===== src/rtl/minmax_pkg.sv =====
// Shared state encoding and default sizing for the window_minmax tracker.
package minmax_pkg;

  localparam int N_DEF   = 8;
  localparam int WIN_DEF = 16;

  typedef enum logic [1:0] {
    EMPTY = 2'd0,
    ACC   = 2'd1,
    HOLD  = 2'd2
  } state_e;

endpackage


===== src/rtl/comp.sv =====
// Unsigned N-bit magnitude comparator: exactly one of gt/eq/lt is high.
module comp #(
  parameter int N = 8
) (
  input  logic [N-1:0] a_i,
  input  logic [N-1:0] b_i,
  output logic         gt_o,
  output logic         eq_o,
  output logic         lt_o
);

  assign gt_o = (a_i >  b_i);
  assign eq_o = (a_i == b_i);
  assign lt_o = (a_i <  b_i);

endmodule


===== src/rtl/window_minmax.sv =====
// Streaming windowed min/max tracker with valid/ready in and out.
// Optional max-tie counter enabled by defining WINDOW_MINMAX_TIES_EN.
module window_minmax
  import minmax_pkg::*;
#(
  parameter  int N     = N_DEF,
  parameter  int WIN   = WIN_DEF,
  localparam int CNT_W = $clog2(WIN + 1)
) (
  input  logic             clk,
  input  logic             rst_n,
  input  logic             clear,
  input  logic             in_valid,
  output logic             in_ready,
  input  logic [N-1:0]     in_data,
  output logic             out_valid,
  input  logic             out_ready,
  output logic [N-1:0]     out_max,
  output logic [N-1:0]     out_min,
  output logic [CNT_W-1:0] out_count
`ifdef WINDOW_MINMAX_TIES_EN
  ,
  output logic [CNT_W-1:0] out_max_ties
`endif
);

  state_e           state_q, state_d;
  logic [N-1:0]     max_q, max_d;
  logic [N-1:0]     min_q, min_d;
  logic [CNT_W-1:0] cnt_q, cnt_d;
  logic             accept_s;
  logic             max_gt, max_eq, max_lt;
  logic             min_gt, min_eq, min_lt;
  logic             cmp_unused;

  comp #(.N(N)) u_cmp_max (
    .a_i (in_data), .b_i (max_q),
    .gt_o(max_gt), .eq_o(max_eq), .lt_o(max_lt)
  );

  comp #(.N(N)) u_cmp_min (
    .a_i (in_data), .b_i (min_q),
    .gt_o(min_gt), .eq_o(min_eq), .lt_o(min_lt)
  );

  assign cmp_unused = &{max_lt, max_eq, min_gt, min_eq};

  // in_ready is gated by rst_n so nothing is accepted while reset is asserted
  assign in_ready  = rst_n && (state_q != HOLD);
  assign out_valid = (state_q == HOLD);
  assign accept_s  = in_valid && in_ready;
  assign out_max   = max_q;
  assign out_min   = min_q;
  assign out_count = cnt_q;

  always_comb begin
    state_d = state_q;
    max_d   = max_q;
    min_d   = min_q;
    cnt_d   = cnt_q;
    if (clear) begin
      state_d = EMPTY;
      cnt_d   = '0;
    end else begin
      case (state_q)
        EMPTY: begin
          if (accept_s) begin
            max_d   = in_data;
            min_d   = in_data;
            cnt_d   = CNT_W'(1);
            state_d = (WIN == 1) ? HOLD : ACC;
          end else begin
            state_d = EMPTY;
          end
        end
        ACC: begin
          if (accept_s) begin
            if (max_gt) max_d = in_data;
            else        max_d = max_q;
            if (min_lt) min_d = in_data;
            else        min_d = min_q;
            cnt_d = cnt_q + CNT_W'(1);
            if (cnt_d == CNT_W'(WIN)) state_d = HOLD;
            else                      state_d = ACC;
          end else begin
            state_d = ACC;
          end
        end
        HOLD: begin
          if (out_ready) begin
            state_d = EMPTY;
            cnt_d   = '0;
          end else begin
            state_d = HOLD;
          end
        end
        default: begin
          state_d = EMPTY;
          cnt_d   = '0;
        end
      endcase
    end
  end

  always_ff @(posedge clk) begin
    if (!rst_n) begin
      state_q <= EMPTY;
      max_q   <= '0;
      min_q   <= '0;
      cnt_q   <= '0;
    end else begin
      state_q <= state_d;
      max_q   <= max_d;
      min_q   <= min_d;
      cnt_q   <= cnt_d;
    end
  end

`ifdef WINDOW_MINMAX_TIES_EN
  logic [CNT_W-1:0] ties_q, ties_d;

  assign out_max_ties = ties_q;

  // Ties restart at 1 whenever the max is (re)loaded, count up on equal samples
  always_comb begin
    ties_d = ties_q;
    if (clear) begin
      ties_d = '0;
    end else if (accept_s && (state_q == EMPTY)) begin
      ties_d = CNT_W'(1);
    end else if (accept_s && (state_q == ACC)) begin
      if (max_gt)      ties_d = CNT_W'(1);
      else if (max_eq) ties_d = ties_q + CNT_W'(1);
      else             ties_d = ties_q;
    end else begin
      ties_d = ties_q;
    end
  end

  always_ff @(posedge clk) begin
    if (!rst_n) ties_q <= '0;
    else        ties_q <= ties_d;
  end
`endif

endmodule


===== config.mk =====
export PLATFORM = sky130hd
export DESIGN_NAME = window_minmax
export DESIGN_NICKNAME = d
export VERILOG_FILES = /design/src/rtl/minmax_pkg.sv /design/src/rtl/comp.sv /design/src/rtl/window_minmax.sv
export SDC_FILE = /design/constraint.sdc
export NUM_CORES = 1
export LEC_CHECK = 0
export BUFFER_PORTS_ARGS = -buffer_cell sky130_fd_sc_hd__buf_2
export CORE_AREA = 3 3 58 73
export CTS_CLUSTER_SIZE = 8
export DETAILED_ROUTE_END_ITERATION = 10
export DIE_AREA = 0 0 61 76
export PLACE_DENSITY = 0.7
export SLEW_MARGIN = 30
export SYNTH_ARGS = -nofsm -noshare
export SYNTH_HDL_FRONTEND = slang
export SYNTH_SLANG_ARGS = --single-unit
export TNS_END_PERCENT = 30

===== constraint.sdc =====
create_clock -name clk -period 4.56 [get_ports clk]
set_input_delay 0.456 -clock clk [delete_from_list [all_inputs] [get_ports clk]]
set_output_delay 0.456 -clock clk [all_outputs]
set_load 0.01 [all_outputs]

==> results.py, run 1 <==
metrics = {
    "run_status": {
        "outcome": "complete, no violations",
    },
    "grt": {
        "grt_antenna_before_repair": 0,
        "grt-ovfl-total": 0,
        "track_usage_pct": 13.8,
        "grt_pass1_vias": 1120,
        "grt_busiest_layer": "met2",
        "use_met3_pct": 2.54,
        "grtUsageMet2_pct": 23.3,
        "grt_pass1_wl_microns": 5040,
        "grt_max_degree": 30,
        "gr-usage-met1_pct": 17.1,
    },
    "clock_tree": {
        "cts.sinks": 23,
        "cts_buffer_depth": 2,
        "clockRootBuffer": "clkbuf_8",
        "cts_max_level": 1,
        "tritoncts": "built",
        "clock_latency_ns": 0.26,
        "clkTransAtPathRegs_ns": 0.08,
        "cts_made_buffers": 3,
        "postCtsResizedCells": 0,
        "post_cts_buffers": 0,
        "postCtsHoldBufs": 0,
    },
    "worst_setup_path": {
        "critPathKind": "register to register",
        "start_kind": "register",
        "slowest_stage": "o21a_1",
        "cp_max_fo": 8,
        "worstPathRequired_ns": 4.75,
        "cp-end-kind": "register",
        "cp.arrival_ns": 2.19,
        "cpPeakStageDelay_ns": 0.46,
        "crit_chain": "inv_1, ha_1, and3_1, a21o_1, a21oi_1, o21a_1, mux2i_1",
    },
    "power": {
        "power.leakage_nw": 0.758,
        "p_sw_mw": 0.106,
        "power.density_nw_per_um2": 246,
        "p_total_mw": 0.404,
        "ir_drop_uv": 128,
        "pwr-share-seq_pct": 52.4,
        "swShare_pct": 26.3,
        "p_int_mw": 0.298,
        "comb_power_share_pct": 16.2,
        "power.clock.fraction_pct": 31.3,
    },
    "final_layout": {
        "diodes": 0,
        "n_fill_cell": 352,
        "drive_above_1_share_pct": 20.8,
        "area_delta_synth_final_pct": 16.2,
        "fin_util_pct": 46.0,
        "nets": 228,
        "final_area_sq_um": 1650,
    },
    "route": {
        "drt_iter0_drc": 27,
        "antenna_left": 0,
        "via_per_inst": 4.96,
        "drt-pass1-iter-count": 4,
        "routed_wl_microns": 2910,
        "vias": 1170,
        "route.detailed.wl_per_inst_microns": 12.3,
        "drcViolationCount": 0,
    },
    "timing": {
        "rsz0062_at_grt": "no",
        "holdWs_ns": 0.475,
        "final_max_slew_viol_count": 0,
        "setup_viol": 0,
        "skew_ns": 0.00400,
        "max_freq_mhz": 501,
        "tightest_slew_ns": 0.512,
        "timing.final.crit_share_pct": 43.7,
        "totalNegativeSetupSlack_ns": 0,
        "relSlewSlack_pct": 65.9,
        "final.min_clock_period_ns": 1.99,
        "hold_viol_final": 0,
    },
    "synth": {
        "yosysMostFrequentCell": "nand2_1",
        "synth_cell_types": 34,
        "yosys-top-cells-area": "dfxtp_1, ha_1, mux2i_1",
        "yosys.area.top_type_share_pct": 32.5,
        "synth.net_count": 194,
        "syn_avg_cell_area_sq_um": 8.64,
        "ys_ff_latch": 23,
        "synth_area_leader_cell": "dfxtp_1",
        "yosys_warnings": 0,
        "synth_commonest_cells": "nand2_1, dfxtp_1, ha_1, inv_1, mux2i_1",
        "synth_edf_count": 0,
        "yosysSeqAreaShare_pct": 32.5,
        "synthArstFlopShare_pct": 0,
        "netlist_instances": 164,
        "synth_area_sq_um": 1420,
        "synthFlopType": "dfxtp_1",
    },
    "floorplan": {
        "initial_core_util_pct": 39.6,
        "ios": 36,
        "rows": 24,
        "core_sq_um": 3570,
        "die_w_microns": 61,
        "die_area_sq_um": 4640,
        "die_h_microns": 76,
    },
    "worst_hold_path": {
        "min_path_type": "register to register",
    },
    "place": {
        "finalWeightedCongestion": 0.723,
        "numPortBuffers": 35,
        "dp_hpwl_microns": 2300,
        "post_dp_cell_area_sq_um": 1600,
    },
    "flow_run": {
        "drv_cap": 0,
    },
}
## worst paths after layout
path | slack (ns) | cells after the start | endpoint | from
worst min register to register | 0.47 | 2 | out_min[4] | out_min[4]
worst min-delay path | 0.47 | 2 | out_min[4] | out_min[4]
worst max register to register | 2.57 | 7 | out_min[6] | out_min[7]
worst max-delay path | 2.57 | 7 | out_min[6] | out_min[7]
## cell families (layout without fill, tap and decap cells)
kind of cell | count (synthesis) | in the layout | share of synthesized area (%)
simple gates | 55 | 55 | 19.3
fa+ha+maj | 17 | 17 | 15.0
compound gates | 27 | 27 | 12.7
buf+inv | 23 | 56 | 7.33
mux | 16 | 16 | 11.3
xor+xnor | 3 | 3 | 1.86
flops | 23 | 23 | 32.5
## worst max-delay path: cells and delay by family (launching register included)
| family | cells | cell delay [ns] |
|---|---|---|
| AND/OR/NAND/NOR | 1 | 0.20 |
| buffers and inverters | 1 | 0.05 |
| AO/OA/AOI/OAI | 3 | 0.76 |
| multiplexers | 1 | 0.26 |
| flip-flops | 1 | 0.37 |
| adder cells (fa/ha/maj) | 1 | 0.28 |
## flip-flops by register name, summed over array words and instances, names as in the netlist
register	count
out_max	8
out_count	5
out_min	8
state_q	2
## power by group through the flow
stage	clock network [mW]	registers (mW)	logic, mW
finish	0.127	0.212	0.0656
global route	0.142	0.213	0.0748
CTS	0.132	0.212	0.0667
detailed placement	0	0.217	0.0666
global placement	0	0.217	0.0662
floorplan	0	0.218	0.0432
## cells in the final DEF (no fill, tap or decap), types with 2 or more instances in the layout
cell / instances
buf_2: 35
nand2_1: 29
dfxtp_1: 23
inv_1: 17
ha_1: 17
mux2i_1: 16
a21oi_1: 10
nand3_1: 6
nor2_1: 4
nand2b_1: 3
nor2b_1: 3
a21o_1: 3
o21ai_1: 3
clkbuf_8: 3
o21ai_0: 2
a211oi_2: 2
o2111ai_1: 2
o21a_1: 2
xnor2_1: 2
## per-stage QoR
stage	cells	setup slack [ns]
floorplan	164	2.82
detailed placement	232	2.35
global placement	232	2.39
global route	236	2.44
CTS	236	2.55
finish	236	2.57
## layout make-up
type	count	area, sq um	area share (%)
Clock buffer	4	45.0	2.74
Inverter	17	63.8	3.88
Multi-Input combinational cell	118	852	51.8
Sequential cell	23	460	28.0
Tap cell	39	48.8	2.97
Timing Repair Buffer	35	175	10.6
## per-layer routing
layer	share of wire [%]	wire (microns)
met3	4.3	126
met2	50	1450
met5	0	0
met1	44	1280
met4	1.5	44
No activity file was read; power rests on OpenSTA's default activity.
==> run 2: changes to the inputs <==
--- a/config.mk
+++ b/config.mk
@@ -10,7 +10,7 @@
 export CTS_CLUSTER_SIZE = 8
 export DETAILED_ROUTE_END_ITERATION = 10
 export DIE_AREA = 0 0 61 76
-export PLACE_DENSITY = 0.7
+export PLACE_DENSITY = 0.72
 export SLEW_MARGIN = 30
 export SYNTH_ARGS = -nofsm -noshare
 export SYNTH_HDL_FRONTEND = slang
==> constraint.sdc (replaced) <==
create_clock -name clk -period 1.6 [get_ports clk]
set_input_delay 0.16 -clock clk [delete_from_list [all_inputs] [get_ports clk]]
set_output_delay 0.16 -clock clk [all_outputs]
set_load 0.01 [all_outputs]
==> results.py, run 2 (synthesis results as in run 1) <==
metrics = {
    "worst_setup_path": {
        "cp.arrival_ns": 1.96,
        "cp-end-kind": "register",
        "worstPathRequired_ns": 1.79,
        "cp_max_fo": 4,
        "slowest_stage": "dfxtp_2",
        "cpPeakStageDelay_ns": 0.34,
        "crit_chain": "inv_2, ha_4, a211oi_4, nor2_2, nor4b_2, a21o_1, buf_6, mux2i_1",
        "start_kind": "register",
        "critPathKind": "register to register",
    },
    "timing": {
        "rsz0062_at_grt": "yes",
        "max_freq_mhz": 566,
        "tightest_slew_ns": 0.359,
        "fin_ws_ns": -0.167,
        "timing.final.crit_share_pct": 110,
        "hold_viol_final": 0,
        "relSlewSlack_pct": 76.0,
        "setup_viol": 16,
        "final_max_slew_viol_count": 0,
        "skew_ns": 0.00656,
        "totalNegativeSetupSlack_ns": -1.41,
        "holdWs_ns": 0.197,
        "final.min_clock_period_ns": 1.77,
    },
    "clock_tree": {
        "clockRootBuffer": "clkbuf_8",
        "postCtsHoldBufs": 0,
        "clkTransAtPathRegs_ns": 0.08,
        "clock_latency_ns": 0.26,
        "cts_max_level": 1,
        "cts_buffer_depth": 2,
        "cts_made_buffers": 3,
        "cts.sinks": 23,
        "tritoncts": "built",
    },
    "place": {
        "numPortBuffers": 35,
        "dpl.cell_count": 251,
        "finalWeightedCongestion": 0.768,
        "dp_hpwl_microns": 2690,
    },
    "final_layout": {
        "final_cells": 256,
        "final_cell_mix": "buf_2, nand2_1, buf_4",
        "n_fill_cell": 331,
        "diodes": 0,
        "area_delta_synth_final_pct": 36.9,
        "nets": 248,
        "fin_util_pct": 54.3,
        "final_common_cell": "buf_2",
        "drive_above_1_share_pct": 41.0,
    },
    "run_status": {
        "outcome": "complete, but fails checks",
        "violations": "negative setup slack",
    },
    "power": {
        "power.density_nw_per_um2": 633,
        "ir_drop_uv": 353,
        "swShare_pct": 27.2,
        "power.clock.fraction_pct": 29.2,
        "p_sw_mw": 0.334,
        "p_int_mw": 0.894,
        "comb_power_share_pct": 21.6,
        "power.leakage_nw": 0.871,
        "pwr-share-seq_pct": 49.2,
    },
    "route": {
        "via_per_inst": 5.30,
        "top_layer": "met4",
        "wl_met3_microns": 202,
        "drcViolationCount": 0,
        "drt_iter0_drc": 22,
        "drt-pass1-iter-count": 4,
        "met1_length_microns": 1490,
        "routed_wl_microns": 3710,
        "antenna_left": 0,
        "route.detailed.wl_per_inst_microns": 14.5,
        "vias": 1358,
        "wl_met2_microns": 1930,
    },
    "floorplan": {
        "die_w_microns": 61,
        "core_sq_um": 3570,
        "rows": 24,
        "die_h_microns": 76,
        "die_area_sq_um": 4640,
        "ios": 36,
        "initial_core_util_pct": 39.6,
    },
    "grt": {
        "grt_pass1_wl_microns": 6040,
        "grt_max_degree": 17,
        "grt-ovfl-total": 0,
        "grt_antenna_before_repair": 0,
        "track_usage_pct": 16.5,
        "grt_pass1_vias": 1386,
    },
    "flow_run": {
        "drv_cap": 0,
    },
    "worst_hold_path": {
        "min_path_type": "input pin to register",
    },
}
==> run 2: cell types whose count changed in the layout (fill, tap and decap cells not counted), moves of 3 or more <==
| cell | change |
|---|---|
| dfxtp_1 | -9 |
| dfxtp_2 | +9 |
| inv_2 | +6 |
| ha_4 | +7 |
| buf_6 | +3 |
| inv_1 | -6 |
| ha_1 | -8 |
| buf_4 | +17 |
==> run 2: what timing repair did <==
action	4_1_cts	5_1_grt
gates resized for setup	20	6
pin swaps	10	2
buffers inserted	1	0
endpoints found under the setup margin	16	17
endpoints found under the hold margin	0	0
==> run 2: critical path: cells and delay by family (launching register included) <==
| kind | cells | cell delay, ns |
|---|---|---|
| AO/OA/AOI/OAI | 2 | 0.47 |
| adder cells (fa/ha/maj) | 1 | 0.22 |
| buffers and inverters | 2 | 0.18 |
| flip-flops | 1 | 0.34 |
| multiplexers | 1 | 0.18 |
| AND/OR/NAND/NOR | 2 | 0.30 |
==> run 2: final timing paths <==
| kind | startpoint | end | slack [ns] | depth (start not counted) |
|---|---|---|---|---|
| max | out_max[5] | out_max[0] | -0.17 | 8 |
| min | in_data[1] | out_max[1] | 0.20 | 3 |
| max reg2reg | out_max[5] | out_max[0] | -0.17 | 8 |
| min reg2reg | out_min[2] | out_min[2] | 0.48 | 2 |
==> run 2: layout make-up <==
type	count	area, sq um	share of cell area [%]
clock buffer	4	45.0	2.32
inverter	17	63.8	3.29
multi-input combinational	118	973	50.2
sequential	23	472	24.3
tap	39	48.8	2.52
timing repair buffer	55	337	17.4
==> run 2: metal layers <==
metal  global-route usage (%)  vias up
met5                        0        -
met3                     3.05       12
met2                     28.8       48
li1                         -      670
met4                     5.86        0
met1                     19.4      628
==> run 2: per-stage QoR <==
step / setup WS [ns] / total power [mW] / instance area (sq um)
final: -0.167 / 1.23 / 1940
after detailed placement: -0.140 / 0.839 / 1760
after floorplan: -0.00521 / 0.749 / 1440
after global routing: -0.253 / 1.29 / 1940
after CTS: -0.0914 / 1.23 / 1910
after global placement: -0.0558 / 0.833 / 1760
==> run 2: power by group through the flow <==
| stage | Combinational (mW) | Sequential [mW] | Clock (mW) |
|---|---|---|---|
| after floorplan | 0.126 | 0.623 | 0 |
| after global placement | 0.217 | 0.616 | 0 |
| final | 0.265 | 0.604 | 0.359 |
| after detailed placement | 0.223 | 0.616 | 0 |
| after global routing | 0.291 | 0.607 | 0.396 |
| after CTS | 0.247 | 0.604 | 0.375 |
==> run 3: changes to the inputs <==
--- a/config.mk
+++ b/config.mk
@@ -6,13 +6,14 @@
 export NUM_CORES = 1
 export LEC_CHECK = 0
 export BUFFER_PORTS_ARGS = -buffer_cell sky130_fd_sc_hd__buf_2
-export CORE_AREA = 3 3 58 73
+export CORE_AREA = 3 3 59 75
 export CTS_CLUSTER_SIZE = 8
 export DETAILED_ROUTE_END_ITERATION = 10
-export DIE_AREA = 0 0 61 76
+export DIE_AREA = 0 0 62 78
 export PLACE_DENSITY = 0.72
 export SLEW_MARGIN = 30
 export SYNTH_ARGS = -nofsm -noshare
 export SYNTH_HDL_FRONTEND = slang
+export SYNTH_HIERARCHICAL = 1
 export SYNTH_SLANG_ARGS = --single-unit
 export TNS_END_PERCENT = 30
==> results.py, run 3 <==
metrics = {
    "run_status": {
        "outcome": "complete, but fails checks",
        "violations": "negative setup slack",
    },
    "worst_setup_path": {
        "critical_path_buf_inv_count": 2,
        "cpLargestDelayFamily": "compound AO/OA/AOI/OAI gates",
        "cp.arrival_ns": 1.96,
        "reg2reg_from": "out_max[1]",
        "cp_max_fo": 4,
        "rrSetupSlack_ns": -0.20,
        "cp-end-kind": "register",
        "slowest_stage": "dfxtp_2",
        "reg2reg_depth": 10,
        "r2r_end": "out_max[4]",
        "start_kind": "register",
        "crit_chain": "inv_2, ha_4, nor2b_4, o211ai_2, a21oi_2, o21ba_4, o21ai_4, buf_6, mux2i_1, nor2b_1",
        "worstPathRequired_ns": 1.76,
        "critPathKind": "register to register",
        "cpPeakStageDelay_ns": 0.34,
    },
    "worst_hold_path": {
        "hp-start": "in_data[5]",
        "holdPathEnd": "out_min[5]",
        "min_path_type": "input pin to register",
        "hold_path_depth": 3,
    },
    "timing": {
        "skew_ns": 0.00312,
        "final.min_clock_period_ns": 1.80,
        "holdWs_ns": 0.207,
        "rsz0062_at_grt": "yes",
        "fin_ws_ns": -0.199,
        "max_freq_mhz": 556,
        "timing.final.crit_share_pct": 112,
        "tightest_slew_ns": 0.310,
        "setup_viol": 16,
        "final_max_slew_viol_count": 0,
        "hold_viol_final": 0,
        "relSlewSlack_pct": 79.4,
    },
    "place": {
        "numPortBuffers": 35,
        "dpl.cell_count": 266,
        "dp_hpwl_microns": 2580,
        "finalWeightedCongestion": 0.803,
    },
    "grt": {
        "grt-ovfl-total": 0,
        "grt_max_degree": 13,
        "track_usage_pct": 14.7,
        "grt_antenna_before_repair": 0,
        "grt_pass1_vias": 1271,
        "grt_pass1_wl_microns": 5500,
    },
    "route": {
        "drt_iter0_drc": 51,
        "drt-pass1-iter-count": 4,
        "via_per_inst": 4.78,
        "vias": 1300,
        "drcViolationCount": 0,
        "route.detailed.wl_per_inst_microns": 12.6,
        "routed_wl_microns": 3420,
        "antenna_left": 0,
    },
    "synth": {
        "synth.net_count": 188,
        "yosys_warnings": 6,
        "syn_avg_cell_area_sq_um": 9.32,
        "netlist_instances": 157,
        "synth_area_sq_um": 1460,
    },
    "clock_tree": {
        "cts_max_level": 1,
        "cts_buffer_depth": 2,
        "clock_latency_ns": 0.27,
        "clkTransAtPathRegs_ns": 0.09,
        "clockRootBuffer": "clkbuf_8",
        "cts.sinks": 23,
        "cts_made_buffers": 3,
        "tritoncts": "built",
    },
    "power": {
        "power.density_nw_per_um2": 621,
        "ir_drop_uv": 314,
        "power.leakage_nw": 0.975,
        "p_total_mw": 1.26,
    },
    "final_layout": {
        "drive_above_1_share_pct": 41.7,
        "area_delta_synth_final_pct": 38.1,
        "final_cells": 272,
        "diodes": 0,
        "final_cell_mix": "buf_2, buf_4, dfxtp_1",
        "n_fill_cell": 347,
        "fin_util_pct": 53.4,
        "nets": 250,
        "final_common_cell": "buf_2",
    },
    "flow_run": {
        "drv_cap": 0,
    },
    "floorplan": {
        "rows": 25,
        "initial_core_util_pct": 38.7,
        "core_sq_um": 3780,
        "ios": 36,
        "die_h_microns": 78,
        "die_w_microns": 62,
        "die_area_sq_um": 4840,
    },
}
run 3: power by group:
part / switching [mW] / internal (mW) / total (mW)
clock: 0.194 / 0.178 / 0.372
combinational: 0.137 / 0.146 / 0.284
sequential: 0.0116 / 0.588 / 0.600
total: 0.343 / 0.913 / 1.26
run 3: how the worst max path moves through the flow:
stage               cells past startpoint    endpoint  slack, ns       start
global placement                       10  out_max[4]      -0.24  out_max[1]
global route                           10  out_max[6]      -0.29  out_max[1]
floorplan                               9  out_max[1]      -0.26  out_max[1]
detailed placement                     10  out_max[4]      -0.28  out_max[1]
CTS                                    10  out_max[4]      -0.21  out_max[1]
finish                                 10  out_max[4]      -0.20  out_max[1]
run 3: stage by stage:
| step | TNS [ns] | instance area, sq um | setup WS, ns |
|---|---|---|---|
| after floorplan | -2.96 | 1470 | -0.261 |
| after global placement | -3.32 | 1860 | -0.237 |
| after detailed placement | -3.77 | 1860 | -0.280 |
| after CTS | -2.73 | 1980 | -0.205 |
| after global routing | -3.53 | 2020 | -0.289 |
| final | -1.88 | 2020 | -0.199 |
run 3: layout make-up:
| cell class | instances | area, sq um | share of cell area [%] |
|---|---|---|---|
| clock buffer | 4 | 45.0 | 2.23 |
| tap | 54 | 67.6 | 3.34 |
| inverter | 18 | 67.6 | 3.34 |
| timing repair buffer | 59 | 370 | 18.3 |
| sequential | 23 | 465 | 23.0 |
| multi-input combinational | 114 | 1010 | 49.8 |
run 3: worst register-to-register path, stage by stage (launching register included):
cell	delay, ns
dfxtp_2	0.34
inv_2	0.04
ha_4	0.20
nor2b_4	0.12
o211ai_2	0.16
a21oi_2	0.08
o21ba_4	0.20
o21ai_4	0.14
buf_6	0.15
mux2i_1	0.20
nor2b_1	0.06
run 3: routing by layer:
layer	share of wire, %	vias up	track usage [%]
met5	0	-	0
met4	0.91	0	4.46
met3	3.2	4	2.16
met2	54	31	24.9
met1	42	595	18.2
li1	-	670	-
run 3: repair_timing:
item	4_1_cts	5_1_grt
resized for setup	12	9
setup endpoints to repair	16	16
cloned	0	0
hold endpoints to repair	0	0
hold buffers	0	0
setup buffers	2	0
pin swaps	6	1
